===== src/rtl/cfg_loader_pkg.sv =====
// Shared types and constants for the configuration bitstream loader.
// The state enum, sync word, word width and parity-bit position live here.
package cfg_loader_pkg;

  typedef enum logic [2:0] {
    ST_IDLE,
    ST_SYNC,
    ST_LOAD,
    ST_WRITE,
    ST_DONE,
    ST_ERROR
  } state_e;

  localparam logic [7:0] SYNC_WORD  = 8'hA5;
  localparam int         SYNC_W     = 8;
  localparam int         SYNC_CNT_W = $clog2(SYNC_W);
  localparam int         CFG_W      = 36;
  // Position of the parity bit in each word's serial stream (after the data bits).
  localparam int         PARITY_POS = CFG_W;
  localparam int         CNT_W      = 6;

endpackage


===== src/rtl/cfg_bitstream_loader_if.sv =====
// Serial bitstream input and configuration-write output bundle for the loader.
// The master drives the bitstream; the slave (the loader) drives the config write port.
interface cfg_bitstream_loader_if
  import cfg_loader_pkg::*;
#(
  parameter int ADDR_W = 2
);

  logic              start;
  logic              bit_in;
  logic              bit_valid;
  logic              bit_ready;
  logic [CFG_W-1:0]  cfg_data;
  logic [ADDR_W-1:0] cfg_addr;
  logic              cfg_we;
  logic              busy;
  logic              done;
  logic              err;

  modport master (
    output start, bit_in, bit_valid,
    input  bit_ready, cfg_data, cfg_addr, cfg_we, busy, done, err
  );

  modport slave (
    input  start, bit_in, bit_valid,
    output bit_ready, cfg_data, cfg_addr, cfg_we, busy, done, err
  );

endinterface


===== src/rtl/cfg_word_deserializer.sv =====
// Collects one LSB-first 36-bit word plus a trailing even-parity bit and
// pulses word_ok or word_bad on the cycle the parity bit is accepted.
module cfg_word_deserializer
  import cfg_loader_pkg::*;
(
  input  logic             clk,
  input  logic             rst_n,
  input  logic             clear_i,
  input  logic             bit_en_i,
  input  logic             bit_i,
  output logic [CFG_W-1:0] word_o,
  output logic             word_ok_o,
  output logic             word_bad_o
);

  logic [CFG_W-1:0] shift_q;
  logic [CNT_W-1:0] cnt_q;
  logic             parity_q;
  logic             last_bit;

  assign last_bit   = bit_en_i && (cnt_q == CNT_W'(PARITY_POS));
  assign word_ok_o  = last_bit && (parity_q == bit_i);
  assign word_bad_o = last_bit && (parity_q != bit_i);
  assign word_o     = shift_q;

  always_ff @(posedge clk or negedge rst_n) begin
    // NOTE: the shift register is reset along with the control flops so a
    // word cut short by reset can never surface as committed data.
    if (!rst_n) begin
      shift_q  <= '0;
      cnt_q    <= '0;
      parity_q <= 1'b0;
    end else if (clear_i) begin
      cnt_q    <= '0;
      parity_q <= 1'b0;
    end else if (bit_en_i) begin
      if (last_bit) begin
        cnt_q    <= '0;
        parity_q <= 1'b0;
      end else begin
        // NOTE: non-blocking assignments so every flop samples pre-edge values.
        shift_q  <= {bit_i, shift_q[CFG_W-1:1]};
        cnt_q    <= cnt_q + CNT_W'(1);
        parity_q <= parity_q ^ bit_i;
      end
    end
  end

endmodule


===== src/rtl/cfg_bitstream_loader.sv =====
// Serial configuration loader: checks an 8-bit sync byte, then deserializes
// NUM_BLOCKS parity-protected words and writes each to its routing block.
module cfg_bitstream_loader
  import cfg_loader_pkg::*;
#(
  parameter int NUM_BLOCKS = 4,
  parameter int ADDR_W     = 2
) (
  input logic                   clk,
  input logic                   rst_n,
  cfg_bitstream_loader_if.slave bus
);

  state_e            state_q, state_d;
  logic              bit_ready_q, busy_q, cfg_we_q, done_q, err_q;
  logic [CFG_W-1:0]  cfg_data_q;
  logic [ADDR_W-1:0] cfg_addr_q;
  logic [SYNC_W-2:0] sync_q;
  logic [SYNC_CNT_W-1:0] sync_cnt_q;

  logic             accept, start_go, sync_last, sync_match, last_blk;
  logic [CFG_W-1:0] word;
  logic             word_ok, word_bad;

  assign accept     = bus.bit_valid && bit_ready_q;
  assign start_go   = bus.start && (state_q inside {ST_IDLE, ST_DONE, ST_ERROR});
  assign sync_last  = accept && (state_q == ST_SYNC)
                      && (sync_cnt_q == SYNC_CNT_W'(SYNC_W - 1));
  assign sync_match = ({sync_q, bus.bit_in} == SYNC_WORD);
  assign last_blk   = (cfg_addr_q == ADDR_W'(NUM_BLOCKS - 1));

  cfg_word_deserializer u_deser (
    .clk        (clk),
    .rst_n      (rst_n),
    .clear_i    (start_go),
    .bit_en_i   (accept && (state_q == ST_LOAD)),
    .bit_i      (bus.bit_in),
    .word_o     (word),
    .word_ok_o  (word_ok),
    .word_bad_o (word_bad)
  );

  always_comb begin
    // NOTE: default first so every path assigns state_d and no latch is inferred.
    state_d = state_q;
    unique case (state_q)
      ST_IDLE, ST_DONE, ST_ERROR: if (start_go) state_d = ST_SYNC;
      ST_SYNC:  if (sync_last) state_d = sync_match ? ST_LOAD : ST_ERROR;
      ST_LOAD: begin
        if (word_ok)       state_d = ST_WRITE;
        else if (word_bad) state_d = ST_ERROR;
      end
      ST_WRITE: state_d = last_blk ? ST_DONE : ST_LOAD;
      default:  state_d = ST_IDLE;
    endcase
  end

  // Outputs are decoded from the next state so they are registered yet
  // line up with the state they describe.
  always_ff @(posedge clk or negedge rst_n) begin
    if (!rst_n) begin
      state_q     <= ST_IDLE;
      bit_ready_q <= 1'b0;
      busy_q      <= 1'b0;
      cfg_we_q    <= 1'b0;
      done_q      <= 1'b0;
      err_q       <= 1'b0;
      cfg_data_q  <= '0;
      cfg_addr_q  <= '0;
      sync_q      <= '0;
      sync_cnt_q  <= '0;
    end else begin
      state_q     <= state_d;
      bit_ready_q <= (state_d inside {ST_SYNC, ST_LOAD});
      busy_q      <= (state_d inside {ST_SYNC, ST_LOAD, ST_WRITE});
      cfg_we_q    <= (state_d == ST_WRITE);
      done_q      <= (state_d == ST_DONE);
      err_q       <= (state_d == ST_ERROR);

      if (start_go) begin
        sync_cnt_q <= '0;
        cfg_addr_q <= '0;
      end else begin
        if (accept && (state_q == ST_SYNC)) begin
          sync_q     <= {sync_q[SYNC_W-3:0], bus.bit_in};
          sync_cnt_q <= sync_cnt_q + SYNC_CNT_W'(1);
        end
        if ((state_q == ST_WRITE) && !last_blk) cfg_addr_q <= cfg_addr_q + ADDR_W'(1);
      end

      if (word_ok) cfg_data_q <= word;
    end
  end

  assign bus.bit_ready = bit_ready_q;
  assign bus.busy      = busy_q;
  assign bus.cfg_we    = cfg_we_q;
  assign bus.done      = done_q;
  assign bus.err       = err_q;
  assign bus.cfg_data  = cfg_data_q;
  assign bus.cfg_addr  = cfg_addr_q;

endmodule


===== src/flat_wrapper.sv =====
// flat-port wrapper written by rule: the top's interface ports become plain ports
module cfg_bitstream_loader_flat import cfg_loader_pkg::*;
#(
  parameter int NUM_BLOCKS = 4,
  parameter int ADDR_W     = 2
)
  (clk, rst_n, bus_start, bus_bit_in, bus_bit_valid, bus_bit_ready, bus_cfg_data, bus_cfg_addr, bus_cfg_we, bus_busy, bus_done, bus_err);
  cfg_bitstream_loader_if #(.ADDR_W(ADDR_W)) bus_i ();
  input logic clk;
  input logic rst_n;
  input wire logic [$bits(bus_i.start)-1:0] bus_start;
  input wire logic [$bits(bus_i.bit_in)-1:0] bus_bit_in;
  input wire logic [$bits(bus_i.bit_valid)-1:0] bus_bit_valid;
  output wire logic [$bits(bus_i.bit_ready)-1:0] bus_bit_ready;
  output wire logic [$bits(bus_i.cfg_data)-1:0] bus_cfg_data;
  output wire logic [$bits(bus_i.cfg_addr)-1:0] bus_cfg_addr;
  output wire logic [$bits(bus_i.cfg_we)-1:0] bus_cfg_we;
  output wire logic [$bits(bus_i.busy)-1:0] bus_busy;
  output wire logic [$bits(bus_i.done)-1:0] bus_done;
  output wire logic [$bits(bus_i.err)-1:0] bus_err;
  assign bus_i.start = bus_start;
  assign bus_i.bit_in = bus_bit_in;
  assign bus_i.bit_valid = bus_bit_valid;
  assign bus_bit_ready = bus_i.bit_ready;
  assign bus_cfg_data = bus_i.cfg_data;
  assign bus_cfg_addr = bus_i.cfg_addr;
  assign bus_cfg_we = bus_i.cfg_we;
  assign bus_busy = bus_i.busy;
  assign bus_done = bus_i.done;
  assign bus_err = bus_i.err;
  cfg_bitstream_loader #(.NUM_BLOCKS(NUM_BLOCKS), .ADDR_W(ADDR_W)) u_core (.clk(clk), .rst_n(rst_n), .bus(bus_i));
endmodule

===== config.mk =====
export PLATFORM = sky130hd
export DESIGN_NAME = cfg_bitstream_loader_flat
export DESIGN_NICKNAME = d
export VERILOG_FILES = /design/src/rtl/cfg_loader_pkg.sv /design/src/rtl/cfg_bitstream_loader_if.sv /design/src/rtl/cfg_word_deserializer.sv /design/src/rtl/cfg_bitstream_loader.sv /design/src/flat_wrapper.sv
export SDC_FILE = /design/constraint.sdc
export NUM_CORES = 1
export LEC_CHECK = 0
export CAP_MARGIN = 20
export CORE_MARGIN = 3
export CORE_UTILIZATION = 50
export CTS_BUF_LIST = sky130_fd_sc_hd__clkbuf_16
export DETAILED_ROUTE_END_ITERATION = 7
export GPL_TIMING_DRIVEN = 0
export HOLD_SLACK_MARGIN = 0.03
export MAX_ROUTING_LAYER = met4
export PLACE_DENSITY = 0.76
export RECOVER_POWER = 50
export SYNTH_ARGS = -nofsm -noshare
export SYNTH_HDL_FRONTEND = slang
export SYNTH_SLANG_ARGS = --single-unit

===== constraint.sdc =====
create_clock -name clk -period 2.2 [get_ports clk]
set_clock_uncertainty 0.1 [all_clocks]
set_input_delay 0.44 -clock clk [delete_from_list [all_inputs] [get_ports clk]]
set_output_delay 0.44 -clock clk [all_outputs]
set_load 0.02 [all_outputs]

Word level (Yosys, flattened, before mapping)
Cells that the tools add are included.

storage, ports and cells
  flip-flop bits (word level) = 99
  bits in latches = 0
  RAM bits = 0
  bits in read-only memories = 0
  input port bits = 5
  output and inout bits = 43
  logic and storage cells = 72
  memories kept = 0

operators by class
  add/subtract/negate cells = 3
  multiply operators = 0
  divide/modulo/power cells = 0
  $lt $le $gt $ge = 0
  equality and inequality tests = 16
  shift operators = 0
  mux-type cells = 17
  bitwise logic cells = 3
  reductions and logical operators = 20

operators by type and width
  kind                                                              number
  3-bit 2-to-1 mux                                                  8
  6-bit 2-to-1 mux                                                  3
  3-bit == test (second input constant)                             5
  3-bit by 2-bit == test with 1-bit output (second input constant)  4
  3-bit one-hot mux with 4 select lines                             1
  1-bit logical AND                                                 9
  8-bit == test (second input constant)                             1
  2-bit nonzero test                                                4
  6-bit by 1-bit adder with 6-bit output (second input constant)    1
  3-bit by 1-bit == test with 1-bit output (second input constant)  2
  6-bit == test (second input constant)                             1
  3-bit nonzero test                                                2
  2-bit 2-to-1 mux                                                  2
  3-bit by 1-bit adder with 3-bit output (second input constant)    1
  3-bit logical NOT                                                 1
  1-bit 2-to-1 mux                                                  3
  3-bit AND reduction                                               1
  3-bit OR reduction                                                1
  2-bit by 1-bit adder with 2-bit output (second input constant)    1
  2-bit == test (second input constant)                             1
  1-bit NOT                                                         2
  2-bit AND reduction                                               1
  1-bit == test                                                     1
  1-bit logical NOT                                                 1
  other kinds (2)                                                   2

Longest topological paths before layout
  depth after elaboration = 9
  gate-level depth with buffers = 9
  depth with buffers taken out = 7

Modules after synthesis
From an unflattened synthesis, not the netlist that was laid out.

unflattened totals
  cell total of the unflattened synthesis = 278
  area, all modules = 4,214.0 µm²

by module, submodules not included
  module                 instances  cells each  area an instance (µm²)
  cfg_bitstream_loader   1          152         2,262.2
  cfg_word_deserializer  1          126         1,951.9

Worst setup path after synthesis
No wires, ideal clock.

  path kind = reg2reg
  start = register, netlist name u_core.sync_cnt_q[0]
  end = register u_core.cfg_data_q[0] (netlist: u_core.bus.cfg_data[0])
  setup time = 121 ps
  data arrival time = 1,876 ps
  path slack = 103 ps
  stages on the path, launching flop included = 10
  path buffers = 2
  period minus slack after synthesis = 2,097 ps
  path through = dfrtp_1 ha_1 ha_1 and3_1 nand4_1 nand2_1 a211o_1 buf_4 buf_6 o22a_1

RTL lines
  item                    line                        text
  end signal: assignment  cfg_bitstream_loader.sv:91  if (word_ok) cfg_data_q <= word;
  end: declaration        cfg_bitstream_loader.sv:16  logic [CFG_W-1:0] cfg_data_q;

Worst setup path after layout
  start = register u_core.u_deser.cnt_q[0]
  end = register u_core.cfg_data_q[33] (netlist: u_core.bus.cfg_data[33])

between the ends
  longest elaborated chain between the ends = 3

RTL lines
  item                      line                         text
  start: declaration        cfg_word_deserializer.sv:17  logic [CNT_W-1:0] cnt_q;
  start signal: assignment  cfg_word_deserializer.sv:43  cnt_q <= cnt_q + CNT_W'(1);
  6-bit == test             cfg_word_deserializer.sv:21  assign last_bit = bit_en_i && (cnt_q == CNT_W'(PARITY_POS));
  1-bit logical AND         cfg_word_deserializer.sv:21
  1-bit logical AND         cfg_word_deserializer.sv:22  assign word_ok_o = last_bit && (parity_q == bit_i);

No other way between the ends.
A chain may end at the register's enable or synchronous reset.

==> results.toml <==
[timing]
rsz0062_at_grt = "yes"
hold_viol = 0
relSlewSlack_pct = 48.44
fin_crit_sh_pct = 99.77
maxSlewViolCount = 0
setup_ws_ns = 0.004983
hold_slack_ns = 0.3833
setup-violations-final = 0
max_freq_ghz = 0.4556
fin_tns_setup_ns = 0
worst_pin_slew_ns = 0.7733
period_needed_ns = 2.195

[global_routing]
grt_pass1_vias = 2778
antenna_found_initial = 0
grt_max_degree = 69
grt_pass1_wl_um = 13070
grt-ovfl-total = 0
gr-usage-all-layers_pct = 18.97

[clock_tree]
clk_latency_ns = 0.34
clockRootBuffer = "clkbuf_16"
cts_tree = "built"
cts_max_path_buffers = 2
cts_max_level = 3
cts_inserted_buffers = 9
clock_sinks = 99
path_clk_slew_ns = 0.06

[detailed_routing]
via_per_inst = 5.324
drt-total-wl_um = 7945
top_layer_used = "met4"
drt-met1-wl_um = 3630
drc = 0
first_pass_iters = 4
vias = 2907
ant_nets = 0
route.met2.wl_um = 3971
wl_met3_um = 252
wl_per_cell_um = 14.55
drt_iter0_markers = 117

[power]
ir_drop_mv = 0.5240
leakage_nw = 2.506
powerDensity_nw_per_um2 = 956.3

[run_status]
status = "completed"

[setup_path]
end_kind = "flip-flop"
crit_path_start_kind = "flip-flop"
crit_type = "flip-flop to flip-flop"
crit_fanout = 10
arrival_ns = 2.32
cp.required_ns = 2.32

[finish]
drive_above_1_share_pct = 14.41
fillers = 595
area_delta_synth_final_pct = 26.74
utilization_pct = 65.43
num_antenna_cells = 0
nNetsFinal = 449

[synthesis]
syn_area_per_cell_um2 = 10.96
synth_ff_type = "dfrtp_1"
async_reset_ff_share_pct = 100.0
ys_top_cells_by_area = "dfrtp_1 (62%), nand2_1 (12%), o22a_1 (7.9%)"
synth_top_area_cell = "dfrtp_1"
synth_warnings = 0
syn_nets = 376
synth.yosys.seq_area_share_pct = 61.78
synth.most_common_cell = "nand2_1"
synth_cell_types = 43
syn_inst = 366
ys_ff_latch = 99
synth_edf_count = 0
netlist.area_leader.share_pct = 61.78
synth_area_um2 = 4010
synth_common_cells = "nand2_1 (128), dfrtp_1 (99), o22a_1 (36), o21ai_0 (13), nor2_1 (10)"

[die]
core-area_um2 = 7767
die_w_um = 95.56
initial_utilization_pct = 51.63
ios = 48
rows = 32
dieArea_um2 = 9131
die_h_um = 95.56

[placement]
dp_hpwl_um = 5113
io_buffers = 47
post-place-ws_ns = -0.4259
place_congestion = 0.8798

[worst_hold_path]
min_path_type = "input port to flip-flop"

[flow_run]
timing.max_cap.violations = 0
## critical path, cell delays in order (launching register included)
cell and delay (ns):
dfrtp_1 0.41, inv_1 0.07, ha_2 0.18, nand4bb_1 0.14
or4_4 0.53, a21boi_4 0.21, a21oi_4 0.09, buf_6 0.16
o22a_1 0.20
## final timing paths
| path | cells past startpoint | from | slack (ns) | end |
|---|---|---|---|---|
| worst min-delay path | 3 | bus_bit_in | 0.38 | u_core.u_deser.word_o[35] |
| worst max register to register | 8 | u_core.u_deser.cnt_q[0] | 0.005 | u_core.bus.cfg_data[33] |
| max in group asynchronous | 3 | rst_n | 0.34 | u_core.u_deser.word_o[26] |
| worst max-delay path | 8 | u_core.u_deser.cnt_q[0] | 0.005 | u_core.bus.cfg_data[33] |
| min in group asynchronous | 2 | rst_n | 0.60 | u_core.sync_cnt_q[1] |
| worst min register to register | 2 | u_core.u_deser.word_o[20] | 0.39 | u_core.u_deser.word_o[19] |
## flip-flops by register name, indices dropped and copies added, names as in the netlist
name                     count
u_core.bus.cfg_addr          2
u_core.sync_cnt_q            3
u_core.u_deser.word_o       36
u_core.u_deser.cnt_q         6
u_core.state_q               3
u_core.bus.cfg_we            1
u_core.bus.busy              1
u_core.bus.err               1
u_core.sync_q                7
u_core.bus.cfg_data         36
u_core.u_deser.parity_q      1
u_core.bus.bit_ready         1
u_core.bus.done              1
## routing by layer
| layer | vias up | track usage [%] |
|---|---|---|
| li1 | 1392 | - |
| met1 | 1458 | 26.31 |
| met2 | 49 | 28.66 |
| met3 | 8 | 3.552 |
| met4 | 0 | 5.687 |
| met5 | - | - |
## cells in the final DEF (no fill, tap or decap), drive strengths merged, types with 2 or more instances in the layout
cell / instances
nand2: 128
dfrtp: 99
clkdlybuf4s50: 45
o22a: 36
buf: 27
clkbuf: 15
o21ai: 13
nor2: 11
mux2: 7
nand3: 5
a21oi: 5
inv: 5
ha: 5
nand2b: 4
clkinvlp: 4
nor2b: 3
and3: 2
mux2i: 2
or4: 2
nor4bb: 2
a21boi: 2
nor3: 2
clkinv: 2
## stage by stage
step | cell area (µm²) | total power [mW] | cells
floorplan | 4010 | 2.920 | 366
global placement | 4608 | 3.375 | 515
detailed placement | 4633 | 3.425 | 516
CTS | 4969 | 4.871 | 537
global route | 5082 | 5.106 | 546
finish | 5082 | 4.860 | 546
## report_power, final
group,leakage [nW],switching [mW],internal [mW],total [mW]
logic,1.03,0.557,0.630,1.19
registers,1.35,0.170,2.09,2.26
clock network,0.123,0.655,0.759,1.41
total,2.51,1.38,3.48,4.86
## what timing repair did
action,in CTS,in global routing
endpoints found under the hold margin,31,0
endpoints found under the setup margin,36,63
setup buffers,4,9
cloned,0,1
pin swaps,2,6
hold buffers,1,0
resized for setup,5,16
## area by class of cell
class	instances	area [µm²]	area share, %
sequential	99	2477	48.74
multi-input combinational	245	1449	28.51
timing repair buffer	63	614.3	12.09
clock buffer	9	225.2	4.431
buffer	17	127.6	2.511
tap	102	127.6	2.511
clock inverter	7	46.29	0.9109
inverter	4	15.01	0.2954
## cells by family (layout without fill, tap and decap cells)
kind of cell	Yosys count	after routing	synth area share, %
buffers and inverters	22	100	3.401
AND/OR/NAND/NOR	164	164	17.32
adder cells (fa/ha/maj)	5	5	1.560
flip-flops	99	99	61.78
AO/OA/AOI/OAI	65	65	13.04
multiplexers	9	9	2.465
XOR/XNOR	2	2	0.4369
Power figures use the tool's default switching activity.
